===== src/rtl/display_7seg_mux_if.sv =====
// Pin bundle between the data path and the multiplexed 7-segment driver.
// The master drives the value, strobes and controls; the slave returns the pin-level outputs.
interface display_7seg_mux_if #(
  parameter int N_DIGITS = 4
);
  logic [4*N_DIGITS-1:0] dato_i;
  logic [N_DIGITS-1:0]   dp_i;
  logic                  load_i;
  logic                  en_i;
  logic                  lzb_i;
  logic [6:0]            seg_o;
  logic                  dp_o;
  logic [N_DIGITS-1:0]   an_o;
  logic                  frame_o;

  modport master (
    output dato_i, dp_i, load_i, en_i, lzb_i,
    input  seg_o, dp_o, an_o, frame_o
  );

  modport slave (
    input  dato_i, dp_i, load_i, en_i, lzb_i,
    output seg_o, dp_o, an_o, frame_o
  );
endinterface


===== src/rtl/display_7seg_mux.sv =====
// Time-multiplexed hex driver for N 7-segment digits with a double-buffered display value,
// per-digit decimal points, leading-zero blanking and a global anode enable.
module display_7seg_mux #(
  parameter int N_DIGITS   = 4,
  parameter int DIV        = 25000,
  parameter int ACTIVE_LOW = 1
) (
  input  logic               clk_i,
  input  logic               rst_i,
  display_7seg_mux_if.slave  bus
);

  localparam int CNT_W = (DIV > 1) ? $clog2(DIV) : 1;
  localparam int IDX_W = (N_DIGITS > 1) ? $clog2(N_DIGITS) : 1;
  localparam int DW    = 4 * N_DIGITS;

  localparam logic [CNT_W-1:0]    CNT_LAST = CNT_W'(DIV - 1);
  localparam logic [IDX_W-1:0]    IDX_LAST = IDX_W'(N_DIGITS - 1);
  localparam logic                POL      = (ACTIVE_LOW != 0);
  localparam logic [6:0]          SEG_OFF  = {7{POL}};
  localparam logic [N_DIGITS-1:0] AN_OFF   = {N_DIGITS{POL}};

  // Segment pattern in active-low form {g,f,e,d,c,b,a}.
  function automatic logic [6:0] hex_to_seg_n(input logic [3:0] nib);
    logic [6:0] code;
    case (nib)
      4'h0:    code = 7'b1000000;
      4'h1:    code = 7'b1111001;
      4'h2:    code = 7'b0100100;
      4'h3:    code = 7'b0110000;
      4'h4:    code = 7'b0011001;
      4'h5:    code = 7'b0010010;
      4'h6:    code = 7'b0000010;
      4'h7:    code = 7'b1111000;
      4'h8:    code = 7'b0000000;
      4'h9:    code = 7'b0010000;
      4'hA:    code = 7'b0001000;
      4'hB:    code = 7'b0000011;
      4'hC:    code = 7'b1000110;
      4'hD:    code = 7'b0100001;
      4'hE:    code = 7'b0000110;
      default: code = 7'b0001110;
    endcase
    return code;
  endfunction

  // Prescaler and scan index
  logic [CNT_W-1:0] cnt_reg, cnt_next;
  logic [IDX_W-1:0] idx_reg, idx_next;
  logic             tick;
  logic             wrap;

  // Pending (write side) and display (read side) buffers
  logic [DW-1:0]       pend_dato_reg, pend_dato_next;
  logic [N_DIGITS-1:0] pend_dp_reg, pend_dp_next;
  logic                pend_reg, pend_next;
  logic [DW-1:0]       disp_dato_reg, disp_dato_next;
  logic [N_DIGITS-1:0] disp_dp_reg, disp_dp_next;
  logic                commit;

  // Registered pin outputs
  logic [6:0]          seg_reg, seg_next;
  logic                dp_reg, dp_next;
  logic [N_DIGITS-1:0] an_reg, an_next;
  logic                frame_reg, frame_next;

  // Per-digit decode of the value about to be displayed
  logic [3:0]          digit_nib [N_DIGITS];
  logic [N_DIGITS:0]   zero_above;
  logic [N_DIGITS-1:0] blank;
  logic [N_DIGITS-1:0] an_onehot;
  logic [3:0]          cur_nib;
  logic                cur_blank;
  logic                cur_dp;
  logic [6:0]          seg_hi;

  always_comb begin
    tick     = (cnt_reg == CNT_LAST);
    cnt_next = tick ? '0 : cnt_reg + 1'b1;
    wrap     = tick && (idx_reg == IDX_LAST);
    if (wrap) begin
      idx_next = '0;
    end else if (tick) begin
      idx_next = idx_reg + 1'b1;
    end else begin
      idx_next = idx_reg;
    end
  end

  // A load coinciding with the commit still lands in pending; the commit takes the old content.
  always_comb begin
    commit         = wrap && pend_reg;
    disp_dato_next = commit ? pend_dato_reg : disp_dato_reg;
    disp_dp_next   = commit ? pend_dp_reg   : disp_dp_reg;
    pend_dato_next = pend_dato_reg;
    pend_dp_next   = pend_dp_reg;
    pend_next      = pend_reg;
    if (bus.load_i) begin
      pend_dato_next = bus.dato_i;
      pend_dp_next   = bus.dp_i;
      pend_next      = 1'b1;
    end else if (commit) begin
      pend_next      = 1'b0;
    end
  end

  assign zero_above[N_DIGITS] = 1'b1;

  generate
    for (genvar gi = 0; gi < N_DIGITS; gi++) begin : g_digit
      assign digit_nib[gi]  = disp_dato_next[4*gi +: 4];
      assign zero_above[gi] = (digit_nib[gi] == 4'h0) && zero_above[gi+1];
      assign an_onehot[gi]  = bus.en_i && (idx_next == IDX_W'(gi));
      if (gi == 0) begin : g_first
        assign blank[gi] = 1'b0;
      end else begin : g_upper
        assign blank[gi] = bus.lzb_i && zero_above[gi];
      end
    end
  endgenerate

  // Internal polarity is active-high; POL flips everything at the pins.
  always_comb begin
    cur_nib    = digit_nib[idx_next];
    cur_blank  = blank[idx_next];
    cur_dp     = disp_dp_next[idx_next];
    seg_hi     = cur_blank ? 7'b0000000 : ~hex_to_seg_n(cur_nib);
    seg_next   = POL ? ~seg_hi    : seg_hi;
    dp_next    = POL ? ~cur_dp    : cur_dp;
    an_next    = POL ? ~an_onehot : an_onehot;
    frame_next = wrap;
  end

  always_ff @(posedge clk_i or posedge rst_i) begin
    if (rst_i) begin
      cnt_reg       <= '0;
      idx_reg       <= '0;
      pend_dato_reg <= '0;
      pend_dp_reg   <= '0;
      pend_reg      <= 1'b0;
      disp_dato_reg <= '0;
      disp_dp_reg   <= '0;
      seg_reg       <= SEG_OFF;
      dp_reg        <= POL;
      an_reg        <= AN_OFF;
      frame_reg     <= 1'b0;
    end else begin
      cnt_reg       <= cnt_next;
      idx_reg       <= idx_next;
      pend_dato_reg <= pend_dato_next;
      pend_dp_reg   <= pend_dp_next;
      pend_reg      <= pend_next;
      disp_dato_reg <= disp_dato_next;
      disp_dp_reg   <= disp_dp_next;
      seg_reg       <= seg_next;
      dp_reg        <= dp_next;
      an_reg        <= an_next;
      frame_reg     <= frame_next;
    end
  end

  assign bus.seg_o   = seg_reg;
  assign bus.dp_o    = dp_reg;
  assign bus.an_o    = an_reg;
  assign bus.frame_o = frame_reg;

endmodule

===== src/flat_wrapper.sv =====
// flat-port wrapper written by rule: the top's interface ports become plain ports
module display_7seg_mux_flat 
#(
  parameter int N_DIGITS   = 4,
  parameter int DIV        = 25000,
  parameter int ACTIVE_LOW = 1
)
  (clk_i, rst_i, bus_dato_i, bus_dp_i, bus_load_i, bus_en_i, bus_lzb_i, bus_seg_o, bus_dp_o, bus_an_o, bus_frame_o);
  display_7seg_mux_if #(.N_DIGITS(N_DIGITS)) bus_i ();
  input  logic clk_i;
  input  logic rst_i;
  input wire logic [$bits(bus_i.dato_i)-1:0] bus_dato_i;
  input wire logic [$bits(bus_i.dp_i)-1:0] bus_dp_i;
  input wire logic [$bits(bus_i.load_i)-1:0] bus_load_i;
  input wire logic [$bits(bus_i.en_i)-1:0] bus_en_i;
  input wire logic [$bits(bus_i.lzb_i)-1:0] bus_lzb_i;
  output wire logic [$bits(bus_i.seg_o)-1:0] bus_seg_o;
  output wire logic [$bits(bus_i.dp_o)-1:0] bus_dp_o;
  output wire logic [$bits(bus_i.an_o)-1:0] bus_an_o;
  output wire logic [$bits(bus_i.frame_o)-1:0] bus_frame_o;
  assign bus_i.dato_i = bus_dato_i;
  assign bus_i.dp_i = bus_dp_i;
  assign bus_i.load_i = bus_load_i;
  assign bus_i.en_i = bus_en_i;
  assign bus_i.lzb_i = bus_lzb_i;
  assign bus_seg_o = bus_i.seg_o;
  assign bus_dp_o = bus_i.dp_o;
  assign bus_an_o = bus_i.an_o;
  assign bus_frame_o = bus_i.frame_o;
  display_7seg_mux #(.N_DIGITS(N_DIGITS), .DIV(DIV), .ACTIVE_LOW(ACTIVE_LOW)) u_core (.clk_i(clk_i), .rst_i(rst_i), .bus(bus_i));
endmodule

===== config.mk =====
export PLATFORM = sky130hd
export DESIGN_NAME = display_7seg_mux_flat
export DESIGN_NICKNAME = d
export VERILOG_FILES = /design/src/rtl/display_7seg_mux_if.sv /design/src/rtl/display_7seg_mux.sv /design/src/flat_wrapper.sv
export SDC_FILE = /design/constraint.sdc
export NUM_CORES = 1
export LEC_CHECK = 0
export BUFFER_PORTS_ARGS = -buffer_cell sky130_fd_sc_hd__buf_2
export CAP_MARGIN = 20
export CORE_UTILIZATION = 40
export CTS_CLUSTER_SIZE = 30
export DETAILED_ROUTE_END_ITERATION = 6
export PLACE_DENSITY_LB_ADDON = 0.05
export SLEW_MARGIN = 20
export SYNTH_ARGS = -nofsm -noshare
export SYNTH_HDL_FRONTEND = slang
export SYNTH_SLANG_ARGS = --single-unit

===== constraint.sdc =====
create_clock -name clk_i -period 7.1 [get_ports clk_i]
set_clock_uncertainty 0.05 [all_clocks]
set_input_delay 2.13 -clock clk_i [delete_from_list [all_inputs] [get_ports clk_i]]
set_output_delay 2.13 -clock clk_i [all_outputs]
set_load 0.005 [all_outputs]

==> flow_metrics.tcl <==
set metrics [dict create \
    start_util_pct 41.9 \
    io_buffers 37 \
    n_antenna_cell 0 \
    drcViolationCount 0 \
    fin_crit_sh_pct 56.3 \
    wirelength_met1_mm 2.82 \
    cp-end-kind "register" \
    p_per_area_nw_per_um2 215 \
    grtUsageTotal_pct 15.8 \
    cts_tree "built" \
    ys_warn_count 0 \
    ys_async_sr_fraction_pct 100 \
    netlist_instances 244 \
    hold_start "u_core.cnt_reg[0]$_DFF_PP0_" \
    yosysSeqAreaShare_pct 54.5 \
    ctsHoldBuffers 0 \
    first_pass_iters 4 \
    clock_latency_ps 340 \
    finalSetupTns_ps 0 \
    setup_viol 0 \
    highest_layer "met4" \
    irDropWorstVdd_v 0.000110 \
    antenna_found_initial 0 \
    post_cts_buffers 0 \
    met3_length_um 270 \
    cts_resized 0 \
    dp_cells 377 \
    rows 32 \
    power.leakage_nw 1.85 \
    rsz0062_at_grt "false" \
    cts_buffer_depth 2 \
    routed_wl_mm 6.05 \
    r2r-start "u_core.cnt_reg[3]$_DFF_PP0_" \
    stdcell_count 393 \
    die_w_um 92.7 \
    max_clock_freq_mhz 250 \
    post-route-util_pct 48.1 \
    synth_top_flop_cell "dfrtp_1" \
    worst_slew_pin_slew_ps 877 \
    crit_chain "or4b_4 > nor4_2 > buf_4 > mux2i_2 > inv_2 > mux2_2 > mux2i_1 > inv_1 > ha_1 > mux2_2 > a2bb2oi_1" \
    cts_max_level 3 \
    dr_wl_met2_mm 2.92 \
    die_h_um 92.7 \
    cp_top_family "multiplexers" \
    ys_types 42 \
    worstSetupPathType "register to register" \
    io_pins 38 \
    period_minus_slack_ps 4000 \
    cpMostUsedCell "mux2_2" \
    cts_sinks 71 \
    crit_path_start_kind "register" \
    syn-num-nets 276 \
    fp.dieArea_um2 8580 \
    status "finished clean" \
    via_per_inst 5.20 \
    hold_viol_final 0 \
    worst_ep_arrival_time_ps 4210 \
    clk_pin_slew_ps 80 \
    vias 2042 \
    core-area_um2 7850 \
    drive_above_1_share_pct 43.6 \
    max_cap_violations 0 \
    fillCellCount 714 \
    wl_per_cell_um 15.4 \
    drt_iter0_drc 59 \
    drv_slew 0 \
    dp_hpwl_mm 3.97 \
    grt_pass1_wl_mm 10.2 \
    slew_headroom_pct 41.5 \
    layout_commonest_cell "dfrtp_1" \
    synth_edf_count 0 \
    cpPeakStageDelay_ps 720 \
    gp_congestion 0.722 \
    ys_ff_latch 71 \
    crit_start "u_core.cnt_reg[3]$_DFF_PP0_" \
    area_growth_pct 14.8 \
    cts-root-buf "clkbuf_8" \
    grt_max_degree 72 \
    grt_overflow 0 \
    worst-path-max-fanout 11 \
    netlist_area_um2 3290 \
    cts_made_buffers 9 \
    worst-endpoint-required_ps 7310 \
    min_path_type "register to register" \
    synth_area_per_cell_um2 13.5 \
    cpMaxStageDelayCell "mux2i_2" \
    ant_nets 0 \
    first_global_vias 2039 \
    critPathBufInv 3 \
    layout.nets 318 \
    final_cell_mix "59 x dfrtp_1, 45 x mux2_2, 37 x buf_2" \
]
-- synthesized netlist by cell type (3+ instances only) --
| master | n | area [um2] |
|---|---|---|
| nor4_1 | 5 | 31.3 |
| nand3_1 | 10 | 50.1 |
| mux2i_4 | 3 | 67.6 |
| mux2_2 | 45 | 507 |
| inv_1 | 8 | 30.0 |
| dfstp_2 | 12 | 315 |
| xor2_1 | 7 | 61.3 |
| clkbuf_1 | 3 | 11.3 |
| nor2_1 | 10 | 37.5 |
| o221ai_1 | 3 | 26.3 |
| xnor2_1 | 5 | 43.8 |
| buf_6 | 4 | 45.0 |
| dfrtp_1 | 59 | 1480 |
| mux2i_1 | 13 | 130 |
| ha_1 | 7 | 87.6 |
| mux2_4 | 3 | 45.0 |
| nand2_1 | 12 | 45.0 |
| and3_1 | 4 | 25.0 |
-- per-layer routing --
metal / vias to the layer above / track usage, %
met5: - / 0
met4: 0 / 4.62
met2: 43 / 25.7
li1: 955 / -
met3: 5 / 5.25
met1: 1039 / 20.1
-- cell type report --
| type | instances | area, um2 | area share, % |
|---|---|---|---|
| clock buffers | 10 | 128 | 3.38 |
| clock inverters | 6 | 92.6 | 2.45 |
| flip-flops and latches | 71 | 1790 | 47.5 |
| repair buffers | 40 | 208 | 5.50 |
| well taps | 102 | 128 | 3.38 |
| inverters | 9 | 33.8 | 0.895 |
| multi-input cells | 155 | 1390 | 36.9 |
-- cell families (layout without fill, tap and decap cells) --
kind of cell             after synthesis  count (layout)  synth area share (%)
multiplexers                          66              66                  23.6
adder cells (fa/ha/maj)                7               7                  2.66
AO/OA/AOI/OAI                         12              12                  2.63
XOR/XNOR                              12              12                  3.20
buffers and inverters                 18              65                  3.12
flip-flops                            71              71                  54.5
AND/OR/NAND/NOR                       58              58                  10.3
-- per-stage QoR --
step                      worst slack [ps]  power (mW)  hold WS [ps]  instance area, um2
after floorplan                       3140       0.450           375                3290
after global placement                3220       0.464           400                3550
after detailed placement              3080       0.464           412                3550
after CTS                             3100       0.826           423                3770
after global routing                  2790       0.848           455                3770
final                                 3100       0.813           420                3770
-- worst paths after layout --
kind,cells after the start,to,slack [ps]
worst max-delay path,11,u_core.bus.seg_o[3]$_DFF_PP1_,3100
worst min-delay path,1,u_core.cnt_reg[0]$_DFF_PP0_,420
worst max register to register,11,u_core.bus.seg_o[3]$_DFF_PP1_,3100
worst min register to register,1,u_core.cnt_reg[0]$_DFF_PP0_,420
max in group asynchronous,3,u_core.disp_dato_reg[7]$_DFF_PP0_,4440
min in group asynchronous,3,u_core.disp_dp_reg[0]$_DFF_PP0_,2000
-- power breakdown --
group | leakage, nW | switching (mW) | total [mW] | internal [mW]
clock network | 0.104 | 0.158 | 0.358 | 0.200
logic | 0.858 | 0.0147 | 0.0307 | 0.0160
registers | 0.884 | 0.00787 | 0.424 | 0.416
total | 1.85 | 0.180 | 0.813 | 0.633
(Power assumes the default switching activity.)
